==> src/rtl/wb_debug_pkg.sv <==
// Shared constants and state encodings for the UART-driven Wishbone debug master.
// WBDBG_AUTOINC_EN adds the auto-increment command bytes.
package wb_debug_pkg;

   localparam logic [7:0] CMD_WRITE = 8'h57;
   localparam logic [7:0] CMD_READ  = 8'h52;
`ifdef WBDBG_AUTOINC_EN
   localparam logic [7:0] CMD_WRITE_INC = 8'h77;
   localparam logic [7:0] CMD_READ_INC  = 8'h72;
`endif
   localparam logic [7:0] RSP_ACK = 8'h06;
   localparam logic [7:0] RSP_NAK = 8'h15;

   localparam int ADDR_BYTES = 4;
   localparam int DATA_BYTES = 4;
   localparam logic [2:0] LAST_FIELD_IDX = 3'(ADDR_BYTES - 1);
   localparam logic [2:0] RD_RSP_BYTES   = 3'(DATA_BYTES);
   localparam logic [2:0] ONE_RSP_BYTE   = 3'd1;

   typedef enum logic [2:0] {
      S_IDLE, S_RX_ADDR, S_RX_DATA, S_WB_REQ, S_WB_WAIT, S_TX_BYTE, S_TX_WAIT
   } dbg_state_e;

   typedef enum logic [1:0] {
      P_IDLE, P_REQ, P_WAIT
   } port_state_e;

endpackage

==> src/rtl/wbdbg_wb_port.sv <==
// Single-transaction pipelined Wishbone initiator with stall handling and ack timeout.
// o_done/o_err are combinational in the ack/expiry cycle so the caller can respond on that edge.
module wbdbg_wb_port #(
   parameter int ACK_TIMEOUT = 1024
) (
   input  logic        i_clk,
   input  logic        i_rst,
   input  logic        i_req,
   input  logic        i_we,
   input  logic [29:0] i_word_addr,
   input  logic [31:0] i_wdata,
   output logic        o_done,
   output logic        o_err,
   output logic [31:0] o_rdata,
   output logic        o_wb_cyc,
   output logic        o_wb_stb,
   output logic        o_wb_we,
   output logic [31:0] o_wb_addr,
   output logic [31:0] o_wb_data,
   input  logic        i_wb_stall,
   input  logic        i_wb_ack,
   input  logic [31:0] i_wb_data
);
   import wb_debug_pkg::*;

   localparam int TW = $clog2(ACK_TIMEOUT + 1);
   localparam logic [TW-1:0] TMO_LAST = TW'(ACK_TIMEOUT - 1);

   port_state_e   r_state;
   logic          r_cyc;
   logic          r_stb;
   logic          r_we;
   logic [29:0]   r_addr;
   logic [31:0]   r_data;
   logic [TW-1:0] r_tmo;

   logic w_accept;
   logic w_ack_ok;
   logic w_expire;

   // An ack seen while the request is still stalled is a slave protocol error and is ignored.
   assign w_accept = (r_state == P_REQ) && !i_wb_stall;
   assign w_ack_ok = i_wb_ack && (w_accept || (r_state == P_WAIT));
   assign w_expire = (r_state == P_WAIT) && !i_wb_ack && (r_tmo == TMO_LAST);

   assign o_done    = w_ack_ok;
   assign o_err     = w_expire;
   assign o_rdata   = i_wb_data;
   assign o_wb_cyc  = r_cyc;
   assign o_wb_stb  = r_stb;
   assign o_wb_we   = r_we;
   assign o_wb_addr = {r_addr, 2'b00};
   assign o_wb_data = r_data;

   always_ff @(posedge i_clk) begin
      if (i_rst) begin
         r_state <= P_IDLE;
         r_cyc   <= 1'b0;
         r_stb   <= 1'b0;
         r_we    <= 1'b0;
         r_addr  <= '0;
         r_data  <= '0;
         r_tmo   <= '0;
      end else begin
         case (r_state)
            P_IDLE: begin
               if (i_req) begin
                  r_cyc   <= 1'b1;
                  r_stb   <= 1'b1;
                  r_we    <= i_we;
                  r_addr  <= i_word_addr;
                  r_data  <= i_wdata;
                  r_state <= P_REQ;
               end
            end
            P_REQ: begin
               if (w_accept) begin
                  r_stb <= 1'b0;
                  r_tmo <= '0;
                  if (w_ack_ok) begin
                     r_cyc   <= 1'b0;
                     r_state <= P_IDLE;
                  end else begin
                     r_state <= P_WAIT;
                  end
               end
            end
            P_WAIT: begin
               if (w_ack_ok || w_expire) begin
                  r_cyc   <= 1'b0;
                  r_state <= P_IDLE;
               end else begin
                  r_tmo <= r_tmo + TW'(1);
               end
            end
            default: r_state <= P_IDLE;
         endcase
      end
   end

endmodule

==> src/rtl/wb_debug_master.sv <==
// UART byte-stream to Wishbone debug master: frame assembly, one bus cycle, byte response.
// Define WBDBG_AUTOINC_EN to enable the 'w'/'r' auto-increment commands.
module wb_debug_master #(
   parameter int ACK_TIMEOUT = 1024,
   parameter int RX_TIMEOUT  = 5000000
) (
   input  logic        i_clk,
   input  logic        i_rst,
   input  logic [7:0]  i_byte_rx_data,
   input  logic        i_byte_rx_valid,
   output logic [7:0]  o_byte_tx_data,
   output logic        o_byte_tx_valid,
   input  logic        i_byte_tx_busy,
   output logic        o_wb_cyc,
   output logic        o_wb_stb,
   output logic        o_wb_we,
   output logic [31:0] o_wb_addr,
   output logic [31:0] o_wb_data,
   output logic [3:0]  o_wb_sel,
   input  logic        i_wb_stall,
   input  logic        i_wb_ack,
   input  logic [31:0] i_wb_data,
   output logic        o_busy
);
   import wb_debug_pkg::*;

   localparam int RW = $clog2(RX_TIMEOUT + 1);
   localparam logic [RW-1:0] RX_LAST = RW'(RX_TIMEOUT - 1);

   dbg_state_e    r_state;
   logic [2:0]    r_idx;
   logic          r_we;
   logic [31:0]   r_addr;
   logic [23:0]   r_wdata;
   logic [31:0]   r_shift;
   logic [2:0]    r_tx_cnt;
   logic [7:0]    r_tx_data;
   logic          r_tx_valid;
   logic          r_busy_seen;
   logic [RW-1:0] r_rx_tmo;
`ifdef WBDBG_AUTOINC_EN
   logic [29:0]   r_auto_addr;
`endif

   logic [31:0] w_addr_shift;
   logic [31:0] w_data_shift;
   logic        w_start;
   logic        w_start_we;
   logic [29:0] w_start_addr;
   logic        w_done;
   logic        w_err;
   logic [31:0] w_rdata;
   logic        w_rsp_go;
   logic [31:0] w_rsp_word;
   logic [2:0]  w_rsp_cnt;
   logic        w_in_rx;
   logic        w_rx_expire;

   assign w_in_rx     = (r_state == S_RX_ADDR) || (r_state == S_RX_DATA);
   assign w_rx_expire = (r_rx_tmo == RX_LAST) && !i_byte_rx_valid;

   // The bus request launches on the edge that samples the last frame byte, so address
   // and data are taken from the shifters' next values rather than their registers.
   always_comb begin
      w_addr_shift = {r_addr[23:0], i_byte_rx_data};
      w_data_shift = {r_wdata, i_byte_rx_data};
      w_start      = 1'b0;
      w_start_we   = r_we;
      w_start_addr = r_addr[31:2];
      w_rsp_go     = 1'b0;
      w_rsp_word   = {RSP_NAK, 24'h0};
      w_rsp_cnt    = ONE_RSP_BYTE;
      case (r_state)
         S_IDLE: begin
            if (i_byte_rx_valid) begin
               case (i_byte_rx_data)
                  CMD_WRITE, CMD_READ: ;
`ifdef WBDBG_AUTOINC_EN
                  CMD_WRITE_INC: ;
                  CMD_READ_INC: begin
                     w_start      = 1'b1;
                     w_start_we   = 1'b0;
                     w_start_addr = r_auto_addr;
                  end
`endif
                  default: w_rsp_go = 1'b1;
               endcase
            end
         end
         S_RX_ADDR: begin
            if (i_byte_rx_valid && (r_idx == LAST_FIELD_IDX) && !r_we) begin
               w_start      = 1'b1;
               w_start_addr = w_addr_shift[31:2];
            end
         end
         S_RX_DATA: begin
            if (i_byte_rx_valid && (r_idx == LAST_FIELD_IDX)) w_start = 1'b1;
         end
         S_WB_REQ, S_WB_WAIT: begin
            if (w_done) begin
               w_rsp_go   = 1'b1;
               w_rsp_word = r_we ? {RSP_ACK, 24'h0} : w_rdata;
               w_rsp_cnt  = r_we ? ONE_RSP_BYTE : RD_RSP_BYTES;
            end else if (w_err) begin
               w_rsp_go = 1'b1;
            end
         end
         default: ;
      endcase
   end

   wbdbg_wb_port #(.ACK_TIMEOUT(ACK_TIMEOUT)) u_port (
      .i_clk       (i_clk),
      .i_rst       (i_rst),
      .i_req       (w_start),
      .i_we        (w_start_we),
      .i_word_addr (w_start_addr),
      .i_wdata     (w_data_shift),
      .o_done      (w_done),
      .o_err       (w_err),
      .o_rdata     (w_rdata),
      .o_wb_cyc    (o_wb_cyc),
      .o_wb_stb    (o_wb_stb),
      .o_wb_we     (o_wb_we),
      .o_wb_addr   (o_wb_addr),
      .o_wb_data   (o_wb_data),
      .i_wb_stall  (i_wb_stall),
      .i_wb_ack    (i_wb_ack),
      .i_wb_data   (i_wb_data)
   );

   assign o_wb_sel        = 4'hF;
   assign o_byte_tx_data  = r_tx_data;
   assign o_byte_tx_valid = r_tx_valid;
   assign o_busy          = (r_state != S_IDLE);

   always_ff @(posedge i_clk) begin
      if (i_rst) begin
         r_state     <= S_IDLE;
         r_idx       <= '0;
         r_we        <= 1'b0;
         r_addr      <= '0;
         r_wdata     <= '0;
         r_shift     <= '0;
         r_tx_cnt    <= '0;
         r_tx_data   <= '0;
         r_tx_valid  <= 1'b0;
         r_busy_seen <= 1'b0;
         r_rx_tmo    <= '0;
`ifdef WBDBG_AUTOINC_EN
         r_auto_addr <= '0;
`endif
      end else begin
         r_tx_valid <= 1'b0;
         r_rx_tmo   <= (i_byte_rx_valid || !w_in_rx) ? '0 : r_rx_tmo + RW'(1);
         case (r_state)
            S_IDLE: begin
               if (i_byte_rx_valid) begin
                  r_idx <= '0;
                  case (i_byte_rx_data)
                     CMD_WRITE: begin r_we <= 1'b1; r_state <= S_RX_ADDR; end
                     CMD_READ:  begin r_we <= 1'b0; r_state <= S_RX_ADDR; end
`ifdef WBDBG_AUTOINC_EN
                     CMD_WRITE_INC: begin
                        r_we    <= 1'b1;
                        r_addr  <= {r_auto_addr, 2'b00};
                        r_state <= S_RX_DATA;
                     end
                     CMD_READ_INC: begin
                        r_we    <= 1'b0;
                        r_addr  <= {r_auto_addr, 2'b00};
                        r_state <= S_WB_REQ;
                     end
`endif
                     default: ;
                  endcase
               end
            end
            S_RX_ADDR: begin
               if (i_byte_rx_valid) begin
                  r_addr <= w_addr_shift;
                  r_idx  <= r_idx + 3'd1;
                  if (r_idx == LAST_FIELD_IDX) begin
                     r_idx   <= '0;
                     r_state <= r_we ? S_RX_DATA : S_WB_REQ;
                  end
               end else if (w_rx_expire) begin
                  r_state <= S_IDLE;
               end
            end
            S_RX_DATA: begin
               if (i_byte_rx_valid) begin
                  r_wdata <= w_data_shift[23:0];
                  r_idx   <= r_idx + 3'd1;
                  if (r_idx == LAST_FIELD_IDX) r_state <= S_WB_REQ;
               end else if (w_rx_expire) begin
                  r_state <= S_IDLE;
               end
            end
            S_WB_REQ: begin
               if (!i_wb_stall) r_state <= S_WB_WAIT;
            end
            S_WB_WAIT: ;
            S_TX_BYTE: begin
               if (!i_byte_tx_busy) begin
                  r_tx_valid  <= 1'b1;
                  r_tx_data   <= r_shift[31:24];
                  r_shift     <= {r_shift[23:0], 8'h00};
                  r_idx       <= r_idx + 3'd1;
                  r_busy_seen <= 1'b0;
                  r_state     <= S_TX_WAIT;
               end
            end
            S_TX_WAIT: begin
               if (!r_busy_seen) begin
                  if (i_byte_tx_busy) r_busy_seen <= 1'b1;
               end else if (!i_byte_tx_busy) begin
                  r_state <= (r_idx == r_tx_cnt) ? S_IDLE : S_TX_BYTE;
               end
            end
            default: r_state <= S_IDLE;
         endcase

         // Responses start on the deciding edge; if the transmitter is free the first byte goes out now.
         if (w_rsp_go) begin
            r_tx_cnt    <= w_rsp_cnt;
            r_busy_seen <= 1'b0;
            if (!i_byte_tx_busy) begin
               r_tx_valid <= 1'b1;
               r_tx_data  <= w_rsp_word[31:24];
               r_shift    <= {w_rsp_word[23:0], 8'h00};
               r_idx      <= 3'd1;
               r_state    <= S_TX_WAIT;
            end else begin
               r_shift    <= w_rsp_word;
               r_idx      <= '0;
               r_state    <= S_TX_BYTE;
            end
         end
`ifdef WBDBG_AUTOINC_EN
         if (w_done) r_auto_addr <= r_addr[31:2] + 30'd1;
`endif
      end
   end

endmodule

==> config.mk <==
export PLATFORM = sky130hd
export DESIGN_NAME = wb_debug_master
export DESIGN_NICKNAME = d
export VERILOG_FILES = /design/src/rtl/wb_debug_pkg.sv /design/src/rtl/wbdbg_wb_port.sv /design/src/rtl/wb_debug_master.sv
export SDC_FILE = /design/constraint.sdc
export NUM_CORES = 1
export LEC_CHECK = 0
export BUFFER_PORTS_ARGS = -buffer_cell sky130_fd_sc_hd__buf_2
export CAP_MARGIN = 5
export CORE_ASPECT_RATIO = 1.25
export CORE_MARGIN = 3
export CORE_UTILIZATION = 45
export CTS_BUF_LIST = sky130_fd_sc_hd__clkbuf_8
export CTS_CLUSTER_SIZE = 24
export DETAILED_ROUTE_END_ITERATION = 8
export GPL_ROUTABILITY_DRIVEN = 0
export PLACE_DENSITY = 0.65
export SYNTH_ARGS = -nofsm -noshare
export SYNTH_HDL_FRONTEND = slang
export SYNTH_SLANG_ARGS = --single-unit
==> constraint.sdc <==
create_clock -name i_clk -period 6.6 [get_ports i_clk]
set_input_delay 0.33 -clock i_clk [delete_from_list [all_inputs] [get_ports i_clk]]
set_output_delay 0.33 -clock i_clk [all_outputs]
set_load 0.01 [all_outputs]
==> After elaboration in Yosys (flattened, before gate mapping) <==
Cells that the tools add are included.
{ "word_totals": {"register_bits": 209, "inputBits": 46, "output_inout_bits": 81, "wordCells": 167} }
{ "op_classes": {"addsub": 3, "eq_ne": 32, "n_mux": 72, "n_reduce_logical": 42} }
{ "ops": {"columns": ["cell", "count"], "rows": [
  ["$mux W32", 7],
  ["$mux W3", 22],
  ["$mux W30", 2],
  ["$mux W8", 4],
  ["$ne A3 B3 Y1 const B", 8],
  ["$add A23 B1 Y23 const B", 1],
  ["$eq A23 B23 Y1 const B", 1],
  ["$mux W11", 2],
  ["$pmux W11 S2", 1],
  ["$pmux W3 S7", 1],
  ["$mux W1", 20],
  ["$eq A8 B7 Y1 const B", 2],
  ["$pmux W3 S4", 1],
  ["$reduce_and A3 Y1", 4],
  ["$add A11 B1 Y11 const B", 1],
  ["$eq A11 B10 Y1 const B", 1],
  ["$mux W2", 5],
  ["$pmux W1 S2", 5],
  ["$reduce_and A2 Y1", 5],
  ["$reduce_and A5 Y1", 2],
  ["$reduce_bool A2 Y1", 5],
  ["$eq A3 B2 Y1 const B", 3],
  ["$eq A3 B3 Y1 const B", 3],
  ["$reduce_and A9 Y1", 1],
  ["18 further kinds", 42]
]} }

==> Logic depth before layout (Yosys ltp) <==
{ "logic_depth": {"ltp_word": 8, "mapped_depth": 11, "ltp_nobuf": 8} }

==> Cells and area by module <==
A second synthesis with hierarchy kept.
{ "unflattened": {"cells_unflattened": 1163, "area_unflattened_um2": 9634.2} }
{ "by_module_without_submodules": {"columns": ["module", "instances", "cells_each", "area_per_inst_um2", "seq_area_each_um2"], "rows": [
  ["wb_debug_master", 1, 748, 6317.3, 2602.5],
  ["wbdbg_wb_port", 1, 415, 3316.9, 1561.5]
]} }

==> Worst setup path after synthesis <==
No wires, ideal clock.
{ "synth_timing": {"path_kind": "flip-flop to flip-flop", "from": "register u_port.r_state[0]", "to": "register r_tx_data[6], in the netlist o_byte_tx_data[6]", "setup_ns": 0.065, "arrival_time_ns": 2.092, "required_time_ns": 6.535, "slack_ns": 4.443, "stages_incl_launch_ff": 12, "n_path_buf": 3, "path_cell_list": "dfxtp_1 > inv_1 > ha_1 > buf_2 > nand4b_1 > or3_1 > buf_6 > a21oi_4 > o21a_1 > buf_4 > mux2_2 > nor2_1"} }
{ "synth_between": {"elab_chain_cells": 8, "word_cells_on_any_way": 14, "cone_classes": "eq/ne: 2; mux: 7; reduce/logical: 5"} }
{ "synth_rtl": {"columns": ["element", "line", "text"], "rows": [
  ["start, declared", "wbdbg_wb_port.sv:29", "port_state_e r_state;"],
  ["start signal, assigned", "wbdbg_wb_port.sv:57", "r_state <= P_IDLE;"],
  ["start signal, assigned", "wbdbg_wb_port.sv:73", "r_state <= P_REQ;"],
  ["start signal, assigned", "wbdbg_wb_port.sv:82", "r_state <= P_IDLE;"],
  ["$eq A2 B1 Y1", "wbdbg_wb_port.sv:42", "assign w_accept = (r_state == P_REQ) && !i_wb_stall;"],
  ["$logic_and A1 B1 Y1", "wbdbg_wb_port.sv:42", null],
  ["$logic_or A1 B1 Y1", "wbdbg_wb_port.sv:43", "assign w_ack_ok = i_wb_ack && (w_accept || (r_state == P_WAIT));"],
  ["$logic_and A1 B1 Y1", "wbdbg_wb_port.sv:43", null],
  ["$mux W32", "wb_debug_master.sv:100", "if (w_done) begin"],
  ["$mux W32", "wb_debug_master.sv:73", "case (r_state)"],
  ["$mux W8", "wb_debug_master.sv:228", "if (!i_byte_tx_busy) begin"],
  ["$mux W8 (*)", "wb_debug_master.sv:225", "if (w_rsp_go) begin"],
  ["end signal, assigned", "wb_debug_master.sv:207", "r_tx_data <= r_shift[31:24];"],
  ["end signal, assigned", "wb_debug_master.sv:230", "r_tx_data <= w_rsp_word[31:24];"],
  ["end, declared", "wb_debug_master.sv:37", "logic [7:0] r_tx_data;"]
]} }
Every way passes the cells marked *; elsewhere a longest branch is shown, timed or not.
A chain may end at the register's enable or synchronous reset.

==> Worst setup path after layout <==
{ "layout_timing": {"from": "register r_state[0]", "to": "register u_port.r_addr[26]"} }
{ "layout_between": {"elab_chain_cells": 3, "word_cells_on_any_way": 5, "cone_classes": "eq/ne: 2; mux: 2; reduce/logical: 1"} }
{ "layout_rtl": {"columns": ["element", "line", "text"], "rows": [
  ["start, declared", "wb_debug_master.sv:30", "dbg_state_e r_state;"],
  ["start signal, assigned", "wb_debug_master.sv:185", "r_state <= r_we ? S_RX_DATA : S_WB_REQ;"],
  ["start signal, assigned", "wb_debug_master.sv:218", "r_state <= (r_idx == r_tx_cnt) ? S_IDLE : S_TX_BYTE;"],
  ["$eq A3 B2 Y1 or $eq A3 B1 Y1 (tied branches)", "wb_debug_master.sv:73", null],
  ["$pmux W1 S2", "wb_debug_master.sv:73", null],
  ["$reduce_and A2 Y1 (no line)", null, null],
  ["end signal, assigned", "wbdbg_wb_port.sv:71", "r_addr <= i_word_addr;"],
  ["end, declared", "wbdbg_wb_port.sv:33", "logic [29:0] r_addr;"]
]} }
Several ways; a longest one is shown, not always the timed one.

==> results.txt <==
status = completed
boundary pin count = 127
clk slew on worst S/H paths = 0.06 ns
Die W = 133.0 µm
insertion delay to the later sink of the worst-skew pair = 0.52 ns
Synth Area in Compound Gates = 16.42%
clock sink count = 208
largest family of logic cells by synthesized area = simple AND/OR/NAND/NOR gates
setup bufs post-CTS = 0
drt initial violations = 542
drt pass-1 iters = 7
Max-Cap Viols = 0
area delta synth->final = 15.00%
dpl ws = 3.600 ns
synthesized instance count = 1080
Primary FF master, synth = dfxtp_1
post-synthesis cell area = 9066 µm²
Critical Path Fanout Max = 33
min Tclk post-route = 3.003 ns
Post-Synth Simple-Gate Area = 21.02%
WP data arrival = 3.34 ns
Synth Register Bits = 208
share of the synthesized area in the top cell type = 45.93%
wire per inst = 15.21 µm
I/O Buffers = 120
Clock Skews = 0.01940 ns
Lkg Pwr = 4.068 nW
Die Span Y = 164.7 µm
post-route ant nets = 0
mux cell area share after synthesis = 7.287%
vias in the first global route = 7280
Max Root-Sink Buffers = 3
Post-DP Area = 9697 µm²
most common cell in the netlist = nand2_1
Rows = 57
synth top area cells = dfxtp_1, nand2_1, a21oi_1
max_slew headroom = 24.78%
crit end category = flip-flop
Avg Inst Size Synth = 8.395 µm²
post-synthesis adder-cell area fraction = 1.214%
critical path type = flip-flop to flip-flop
number of enable flip-flop cells after synthesis = 0
setup violators final = 0
core footprint = 19610 µm²
FFs w/ async S/R, synth = 0%
clock root buffer = clkbuf_8
first-pass GRT wire length = 36.30 mm
fin crit share = 45.51%
Startpoint Class = flip-flop
ant diodes = 0
final instance area = 10430 µm²
dpl hpwl = 14.37 mm
hold buffer count at CTS = 0
CTS tree = yes
power density over the cells = 285.3 nW/µm²
worst-path cell chain = nand2b_1 -> nor2_2 -> buf_4 -> nand3_2 -> mux2i_1 -> a211oi_1
GRT Resource Usage Total = 19.85%
max-slew violations = 0
number of gates resized after cts = 0
Worst Path Required = 6.94 ns
VDD IR max = 166.3 µV
Max Freq = 333.0 MHz
area leader, netlist = dfxtp_1
via-per-instance ratio = 5.290
Layout Utilization = 53.16%
RSZ-0062 raised after global routing = false
Yosys warnings = 0
Die Footprint = 21900 µm²
top cells by instance count after synthesis = nand2_1, dfxtp_1, a21oi_1, nor2_1, mux2i_1
initial antenna violation count = 1
Hold Crit Class = input port to flip-flop
Routed Wire Length = 22.13 mm
Final Hold Viols = 0
Yosys cell types = 71
Seq/Total Area, Yosys = 45.93%
GRT overflow = 0
worst slew pin tran = 1.125 ns
DRC viols = 0
Synth Area in XOR/XNOR = 2.705%
htree depth = 2
critical path's slowest cell = nand3_2
DR vias = 7697
crit-path max cell delay = 0.81 ns
Setup TNS = 0 ns
final worst setup slack = 3.597 ns
final net count = 1222
layout cell share with drive strength beyond 1 = 18.24%
Starting Density = 46.23%
CTS buffer count = 36
largest net degree at the start of global routing = 97
registers in the layout, summed over array words and instances (netlist names):
register,count
r_rx_tmo,23
r_state,3
u_port.o_wb_cyc,1
r_addr,32
r_we,1
u_port.o_wb_we,1
o_byte_tx_data,8
u_port.o_wb_data,32
u_port.o_wb_stb,1
r_tx_cnt,2
r_shift,32
o_byte_tx_valid,1
r_idx,3
u_port.r_addr,30
u_port.r_state,2
r_busy_seen,1
r_wdata,24
u_port.r_tmo,11
cells by family (layout without fill, tap and decap cells):
| group | count (synthesis) | in the layout |
|---|---|---|
| fa+ha+maj | 9 | 9 |
| flops | 208 | 208 |
| buf+inv | 105 | 211 |
| xor+xnor | 28 | 28 |
| simple gates | 433 | 433 |
| mux | 64 | 64 |
| other cells | 2 | 6 |
| compound gates | 231 | 231 |
worst max-delay path: cells and delay by family (launching register included):
family,cells,cell delay [ns]
AND/OR/NAND/NOR,3,1.23
flip-flops,1,0.68
multiplexers,1,0.45
buffers and inverters,1,0.33
AO/OA/AOI/OAI,1,0.11
through the flow:
| stage | power (mW) | instances | hold WS [ns] |
|---|---|---|---|
| detailed placement | 1.812 | 1395 | 0.4430 |
| floorplan | 1.710 | 1084 | 0.4132 |
| finish | 2.974 | 1455 | 0.07881 |
| CTS | 3.009 | 1455 | 0.04731 |
| global placement | 1.809 | 1395 | 0.4285 |
| global route | 3.127 | 1455 | 0.06109 |
area by class of cell:
class	instances	area, µm²
multi-input combinational	771	4452
sequential	208	4164
timing repair buffer	127	659.4
tap	265	331.6
inverter	24	90.09
clock buffer	44	605.6
clock inverter	16	123.9
fill	1901	9186
placed cells by master, fill, tap and decap left out, types with 19 or more instances in the layout:
cell and n:
clkbuf_8 44, nor3_1 19, nand2_1 223, a211oi_1 35, dfxtp_1 208, mux2i_1 48, inv_1 33, a21oi_1 113
nor2_1 109, buf_2 119
worst paths after layout:
kind	cells after the start	start	end	slack, ns
worst min register to register	2	u_port.o_wb_data[10]	u_port.o_wb_data[10]	0.45
worst max-delay path	6	r_state[0]	u_port.r_addr[26]	3.60
worst min-delay path	3	i_wb_data[5]	r_shift[5]	0.08
worst max register to register	6	r_state[0]	u_port.r_addr[26]	3.60
metal layers:
metal  up-vias  track usage, %  routed length, µm
met5         -               0                 13
met4         2           5.860                376
met3        29           4.235               1128
met2       185           34.98              11010
met1      3587           24.45               9603
li1       3894               -                  -
report_power, final:
part,switching (mW),internal (mW)
Combinational,0.274,0.151
Sequential,0.0571,1.31
Clock,0.507,0.678
Total,0.838,2.14
Note: power is estimated with default switching activity, not from simulation.
